<file path="src/rtl/game_round_controller.sv">
// Battleship round flow: IDLE/PREP/ATTACK/END, shot/hit counting, win/lose.
// Build option HIT_REFUND_EN: hits do not consume a shot.
module game_round_controller #(
  parameter int unsigned MAX_SHOTS = 12,
  parameter int unsigned CNT_W     = 4
) (
  input  logic             clk,
  input  logic             reset,
  input  logic             start_n,
  input  logic             confirm_n,
  input  logic             coord_valid,
  input  logic             cell_is_ship,
  input  logic             cell_already_hit,
  input  logic [CNT_W-1:0] ship_total,
  output logic [1:0]       game_state_code,
  output logic             attack_strobe,
  output logic             shot_hit,
  output logic             dup_shot,
  output logic [CNT_W-1:0] shots_left,
  output logic [CNT_W-1:0] hits_count,
  output logic             win,
  output logic             lose
);

  typedef enum logic [1:0] {
    S_IDLE = 2'b00,
    S_PREP = 2'b01,
    S_ATK  = 2'b10,
    S_END  = 2'b11
  } state_t;

  localparam logic [CNT_W-1:0] MAX_L = CNT_W'(MAX_SHOTS);
  localparam logic [CNT_W-1:0] SAT_L = '1;

  state_t           state_q, state_d;
  logic             start_prev_q, conf_prev_q;
  logic             pend_q, pend_d;
  logic             pend_ok_q, pend_ok_d;
  logic             pend_ship_q, pend_ship_d;
  logic             strobe_q, strobe_d;
  logic             hit_q, hit_d;
  logic             dup_q, dup_d;
  logic [CNT_W-1:0] shots_q, shots_d;
  logic [CNT_W-1:0] hits_q, hits_d;
  logic             win_q, win_d;
  logic             lose_q, lose_d;
  logic             start_press, conf_press;
  logic             consume;

  assign start_press = start_prev_q & ~start_n;
  assign conf_press  = conf_prev_q & ~confirm_n;

  // Whether the resolving shot uses up one of the remaining shots
  always_comb begin
    consume = 1'b1;
`ifdef HIT_REFUND_EN
    consume = ~pend_ship_q;
`else
    consume = 1'b1;
`endif
  end

  // Next-state: a press is captured, then resolved one edge later
  always_comb begin
    state_d     = state_q;
    pend_d      = 1'b0;
    pend_ok_d   = pend_ok_q;
    pend_ship_d = pend_ship_q;
    strobe_d    = 1'b0;
    hit_d       = hit_q;
    dup_d       = 1'b0;
    shots_d     = shots_q;
    hits_d      = hits_q;
    win_d       = win_q;
    lose_d      = lose_q;
    unique case (state_q)
      S_IDLE: begin
        if (start_press) begin
          state_d = S_PREP;
          shots_d = '0;
          hits_d  = '0;
          win_d   = 1'b0;
          lose_d  = 1'b0;
        end
      end
      S_PREP: begin
        if (start_press) begin
          state_d = S_ATK;
          shots_d = MAX_L;
          hits_d  = '0;
        end
      end
      S_ATK: begin
        if (conf_press) begin
          pend_d      = 1'b1;
          pend_ok_d   = coord_valid & ~cell_already_hit;
          pend_ship_d = cell_is_ship;
        end
        if (pend_q) begin
          if (pend_ok_q) begin
            strobe_d = 1'b1;
            hit_d    = pend_ship_q;
            if (pend_ship_q && hits_q != SAT_L)
              hits_d = hits_q + 1'b1;
            if (consume && shots_q != '0)
              shots_d = shots_q - 1'b1;
          end else begin
            dup_d = 1'b1;
          end
        end
        if (hits_d >= ship_total) begin
          state_d = S_END;
          win_d   = 1'b1;
        end else if (shots_d == '0) begin
          state_d = S_END;
          lose_d  = 1'b1;
        end
      end
      S_END: begin
        if (start_press) begin
          state_d = S_IDLE;
          shots_d = '0;
          hits_d  = '0;
          win_d   = 1'b0;
          lose_d  = 1'b0;
        end
      end
      default: state_d = S_IDLE;
    endcase
  end

  // State and output registers; reset drops any in-flight shot
  always_ff @(posedge clk or negedge reset) begin
    if (!reset) begin
      state_q      <= S_IDLE;
      start_prev_q <= 1'b1;
      conf_prev_q  <= 1'b1;
      pend_q       <= 1'b0;
      pend_ok_q    <= 1'b0;
      pend_ship_q  <= 1'b0;
      strobe_q     <= 1'b0;
      hit_q        <= 1'b0;
      dup_q        <= 1'b0;
      shots_q      <= '0;
      hits_q       <= '0;
      win_q        <= 1'b0;
      lose_q       <= 1'b0;
    end else begin
      state_q      <= state_d;
      start_prev_q <= start_n;
      conf_prev_q  <= confirm_n;
      pend_q       <= pend_d;
      pend_ok_q    <= pend_ok_d;
      pend_ship_q  <= pend_ship_d;
      strobe_q     <= strobe_d;
      hit_q        <= hit_d;
      dup_q        <= dup_d;
      shots_q      <= shots_d;
      hits_q       <= hits_d;
      win_q        <= win_d;
      lose_q       <= lose_d;
    end
  end

  assign game_state_code = state_q;
  assign attack_strobe   = strobe_q;
  assign shot_hit        = hit_q;
  assign dup_shot        = dup_q;
  assign shots_left      = shots_q;
  assign hits_count      = hits_q;
  assign win             = win_q;
  assign lose            = lose_q;

endmodule

</file>
<file path="config.mk">
export PLATFORM = sky130hd
export DESIGN_NAME = game_round_controller
export DESIGN_NICKNAME = d
export VERILOG_FILES = /design/src/rtl/game_round_controller.sv
export SDC_FILE = /design/constraint.sdc
export NUM_CORES = 1
export LEC_CHECK = 0
export CAP_MARGIN = 20
export CORE_UTILIZATION = 45
export DETAILED_ROUTE_END_ITERATION = 6
export PLACE_DENSITY = 0.82
export REMOVE_ABC_BUFFERS = 1
export SKIP_LAST_GASP = 1
export SLEW_MARGIN = 10
export SYNTH_ARGS = -nofsm -noshare
export SYNTH_HDL_FRONTEND = slang
export SYNTH_SLANG_ARGS = --single-unit
</file>
<file path="constraint.sdc">
create_clock -name clk -period 3.3 [get_ports clk]
set_input_delay 0.33 -clock clk [delete_from_list [all_inputs] [get_ports clk]]
set_output_delay 0.33 -clock clk [all_outputs]
set_load 0.005 [all_outputs]
</file>
; ---- Word level (Yosys, flattened, before mapping)
; Index checks and enable logic that the tools add are counted.
[op_classes]
add_sub_neg = 2
n_lt_le_gt_ge = 1
eq_ne = 13
muxes = 32
bitwise_logic = 6
reduce_logical = 13
[ops]
columns = op, count
row1 = $mux W4, 10
row2 = $mux W1, 12
row3 = $ne A2 B2 Y1 const B, 6
row4 = $pmux W4 S3, 1
row5 = $mux W2, 5
row6 = $pmux W2 S4, 1
row7 = $pmux W4 S2, 1
row8 = $reduce_and A4 Y1, 2
row9 = $reduce_and A3 Y1, 2
row10 = $add A4 B1 Y4 const B, 1
row11 = $eq A2 B2 Y1 const B, 2
row12 = $ge A4 B4 Y1, 1
row13 = $logic_not A4 Y1, 1
row14 = $ne A2 B1 Y1 const B, 2
row15 = $ne A4 B4 Y1 const B, 1
row16 = $pmux W1 S2, 2
row17 = $reduce_and A2 Y1, 2
row18 = $reduce_bool A4 Y1, 1
row19 = $sub A4 B1 Y4 const B, 1
row20 = $and A1 B1 Y1, 3
row21 = $ne A3 B3 Y1 const B, 1
row22 = $not A1 Y1, 3
row23 = $reduce_or A3 Y1, 1
row24 = $eq A2 B1 Y1 const B, 1
row25 = 4 further kinds, 4
[word_totals]
ff_bits = 20
input_bits = 11
out_inout_bits = 15
word_cells = 80

; ---- Depth between registers and ports, before layout
[depth]
ltp_word = 9
ltp_mapped = 10
depth_no_buf = 10

; ---- Least setup slack after synthesis
; OpenSTA, ideal clock, no wires.
[synth_timing]
path_kind = register to register
from = reg hits_q[0], in the netlist hits_count[0]
to = reg state_q[1], in the netlist game_state_code[1]
setup_ps = 125
arrival_ps = 2548
required_time_ps = 3175
setup_slack_ps = 627
stages_incl_launch_ff = 10
path_buffers = 0
synth_period_minus_slack_ps = 2673
cell_sequence = dfrtp_1 > ha_1 > nand3_1 > nand3_1 > mux2_2 > ha_1 > a2111oi_0 > or3_2 > a31oi_4 > mux2_4
[synth_via]
elab_chain_cells = 9
elab_cells_between_ends = 12
cone_classes = add/sub: 1 / order compare: 1 / eq/ne: 2 / mux: 6 / reduce/logical: 2
[synth_rtl]
columns = element, line_no
row1 = start: declaration, 44  ; logic [CNT_W-1:0] hits_q, hits_d;
row2 = start signal: assignment, 159  ; hits_q <= hits_d;
row3 = "parallel branches: the longest is 4 deep, another holds $add A4 B1 Y4", n/a
row4 = $mux W4 (*), 99  ; if (pend_q) begin
row5 = $mux W4 (*), 76  ; unique case (state_q)
row6 = $ge A4 B4 Y1 (*), 111  ; if (hits_d >= ship_total) begin
row7 = $ne A3 B3 Y1 (no line) or $mux W2 (tied branches), n/a
row8 = $reduce_and A4 Y1 (no line) or $pmux W2 S4 (tied branches), n/a
row9 = end signal: assignment, 149  ; state_q <= state_d;
row10 = end: declaration, 35  ; state_t state_q, state_d;
; Every way passes the cells marked *. The select of a mux whose other input is x is not followed.
; A chain may end at the register's enable or synchronous reset.

; ---- Final worst setup path
; Same ends and word-level chain as after synthesis.

==> run summary <==
Detailed routing inserted a total of 1068 vias. For the number of buffers added to fix hold violations after cts, the log shows 0. The sort of element at the start of the critical path was a flip-flop. The share of synthesized registers carrying an async set or reset came out at 1.00. The worst min-delay path class is input pin to flip-flop. The reg-to-reg setup timing slack was 0.33 ns; the hold-critical path depth was 1. The root buffer cell is clkbuf_4. The sequential area share after synthesis was 0.409; the layout overhead on the synthesized area was 25.8%.

For the I/O pin count, the log shows 26. Summing every instance area after synthesis gives 1230 sq um. The setup-violating endpoint count in the final report is 0. The period utilization came out at 0.901. The tools report the number of filler cells placed in the layout as 223. The share of layout cells above drive strength 1 was 0.105; the gate count of the mapped netlist was 126. The worst register-to-register path ends at game_state_code[1]. The congestion estimate from routability-driven global placement came to 0.818.

Highest achievable clock rate: 0.336 GHz. Post-route setup TNS: 0 ns. The number of enable flip-flop cells after synthesis came out at 0. The count of nets left with antenna violations once routing finished came out at 0. Averaged over all synthesized cells, the footprint is 9.76 sq um. The area of the core is 2520 sq um.

The tightest hold path in the finished design has a slack of 0.436 ns. Start point of the critical path: hits_count[0]. The vertical die dimension was 54.3 microns; the post-place setup slack was 0.454 ns. The commonest cells after synthesis are dfrtp_1 (18), o21ai_0 (14), ha_1 (11), inv_1 (11), nand2_1 (11). The clock passes through at most 2 buffers.

For this design the ratio of total power to cell area is 702 nW/um^2. Clock-pin slew on the worst setup and hold paths: 0.13 ns. TritonCTS built the clock tree. The most frequently used flop master after synthesis is dfrtp_1. The first routing iteration left 31 violations. Count of buffers added by post-CTS timing repair for setup: 0.

The static leakage was 0.696 nW; the post-synthesis sequential element count was 20. The clock period minus final worst setup slack is 2.97 ns, and the worst endpoint required time is 3.52 ns. The number of max-slew violations in the final report was 0; the biggest fanout along the worst timing path was 5. The final antenna diode count is 0, and the number of cells on the worst reg-to-reg path is 10. Clock latency on the worst-skew pair, taken at its later pin, is 0.31 ns.

The global-route congestion overflow total came out at 0. In the post-synthesis netlist, the cell with the most instances is dfrtp_1. The initial antenna violation count was 0; the final hold violation count was 0.

Buffers placed on the I/O ports in this run total 25. IR analysis of the VDD net gives a maximum drop of 528 uV. The tools report the overall global routing resource usage as 0.220. The number of optimization iterations in the first detailed-route pass came out at 4.

The logs give 38 for the number of different library cells in the post-synthesis netlist and 0 for the remaining routing DRC violations. The clock skew is 0.0125 ns. The clock drives 20 sinks.

The die is 54.3 microns wide. Following the worst setup path forward leads to its endpoint at game_state_code[1]. Using the TritonRoute via totals, the vias-per-cell ratio works out to 5.84.

The run gives 1 as the count of H-tree levels built during CTS. The arrival time reported for the critical path endpoint was 3.19 ns; the total clock buffers created by CTS was 3. Entering global routing, the biggest net connects 21 pins.

The first global-routing pass estimated 4.56 mm of wire. Category of the critical setup timing path: flip-flop to flip-flop. For the number of global-route vias before repair, the log shows 1029.

The run finished with clean final reports. The remaining max-slew budget at the tightest pin came out at 0.406. Detailed placement ended at an HPWL of 2.01 mm. In this run, post-CTS repair resized a total of 0 instances. The worst register-to-register path begins at hits_count[0]. The tool flagged a number of max-cap violations equal to 0. The die covers 2950 sq um. For this block, the routed nets add up to 2.79 mm of wire. The floorplan has 18 rows. The wire length per cell after detailed routing came out at 15.3 microns. The element type at the critical path end is a flip-flop.

The biggest area contributor in the post-synthesis netlist is dfrtp_1. The actual slew at the worst max-slew pin was 0.888 ns; the worst-case setup margin in the final layout was 0.326 ns. The share of Yosys cell area claimed by the top area cell type is 0.366, and the initial cell density of the core is 0.488. Core utilization of the finished layout: 0.614. The Yosys step of the flow raised 0 warnings.

By area the synthesized netlist is led by dfrtp_1 (37%), ha_1 (11%), o21ai_0 (5.7%). For this run, the post-layout net count is 176. Setup repair after global routing left no endpoint under its margin.
## flip-flops by register name (all words and copies together), names as in the netlist
signal and cells:
pend_ship_q 1, game_state_code 2, dup_shot 1, conf_prev_q 1, shot_hit 1, start_prev_q 1, lose 1, win 1
attack_strobe 1, pend_q 1, shots_left 4, hits_count 4, pend_ok_q 1
## where the power goes
group / leakage [nW] / switching, mW / internal [mW]
clock: 0.0279 / 0.0816 / 0.123
sequential: 0.255 / 0.0751 / 0.306
combinational: 0.414 / 0.256 / 0.246
total: 0.696 / 0.413 / 0.674
## cells in the final DEF, fill, tap and decap left out, types with 2 or more instances in the layout
cell / n
dfstp_2: 2
inv_1: 11
clkdlybuf4s50_1: 25
mux2i_1: 2
clkbuf_4: 3
nor3_1: 6
dfrtp_1: 18
nand2b_1: 3
nand2_1: 11
a21oi_1: 8
nor2_1: 5
a21o_1: 2
mux2_2: 3
ha_1: 11
xor2_1: 2
o21ai_0: 14
nand3_1: 4
## area by class of cell
class | instances | area, sq um | area share
well taps | 30 | 37.5 | 0.0243
clock inverters | 1 | 30.0 | 0.0194
inverters | 11 | 41.3 | 0.0267
flip-flops and latches | 20 | 503 | 0.325
clock buffers | 3 | 22.5 | 0.0146
repair buffers | 25 | 250 | 0.162
multi-input cells | 93 | 663 | 0.428
## stage by stage
| stage | cells | area [sq um] | power (mW) |
|---|---|---|---|
| detailed placement | 179 | 1500 | 0.884 |
| global route | 183 | 1550 | 1.17 |
| finish | 183 | 1550 | 1.09 |
| global placement | 179 | 1500 | 0.855 |
| floorplan | 124 | 1210 | 0.695 |
| CTS | 183 | 1550 | 1.09 |
## worst max-delay path, stage by stage, from the launching register on
cell and delay [ns]:
dfrtp_1 0.45, ha_1 0.24, nand3_1 0.11, nand3_1 0.17, xor2_1 0.24, ha_1 0.26, nand2b_1 0.15, a2111oi_0 0.57
or3_2 0.28, a31oi_4 0.10, mux2_4 0.32
## worst min-delay path by stage
| stage | start | to | slack (ns) |
|---|---|---|---|
| final | start_n | start_prev_q | 0.44 |
| after global routing | confirm_n | conf_prev_q | 0.41 |
| after CTS | start_n | start_prev_q | 0.43 |
| after detailed placement | shot_hit | shot_hit | 0.50 |
| after global placement | shot_hit | shot_hit | 0.49 |
| after floorplan | reset | attack_strobe | 0.03 |
## cell families (layout without fill, tap and decap cells)
family | after synthesis | count (layout) | share of synthesized area
buffers and inverters | 13 | 40 | 0.0519
AO/OA/AOI/OAI | 32 | 32 | 0.169
adder cells (fa/ha/maj) | 11 | 11 | 0.112
multiplexers | 6 | 6 | 0.0559
flip-flops | 20 | 20 | 0.409
AND/OR/NAND/NOR | 41 | 41 | 0.181
XOR/XNOR | 3 | 3 | 0.0214
## metal layers
metal  vias to the layer above  wire [microns]  global-route usage
met2                        35            1400               0.372
met5                         -               0                   0
met1                       524            1220               0.269
li1                        504               -                   -
met4                         0              25              0.0769
met3                         5             143              0.0556
No activity file was read; power rests on OpenSTA's default activity.
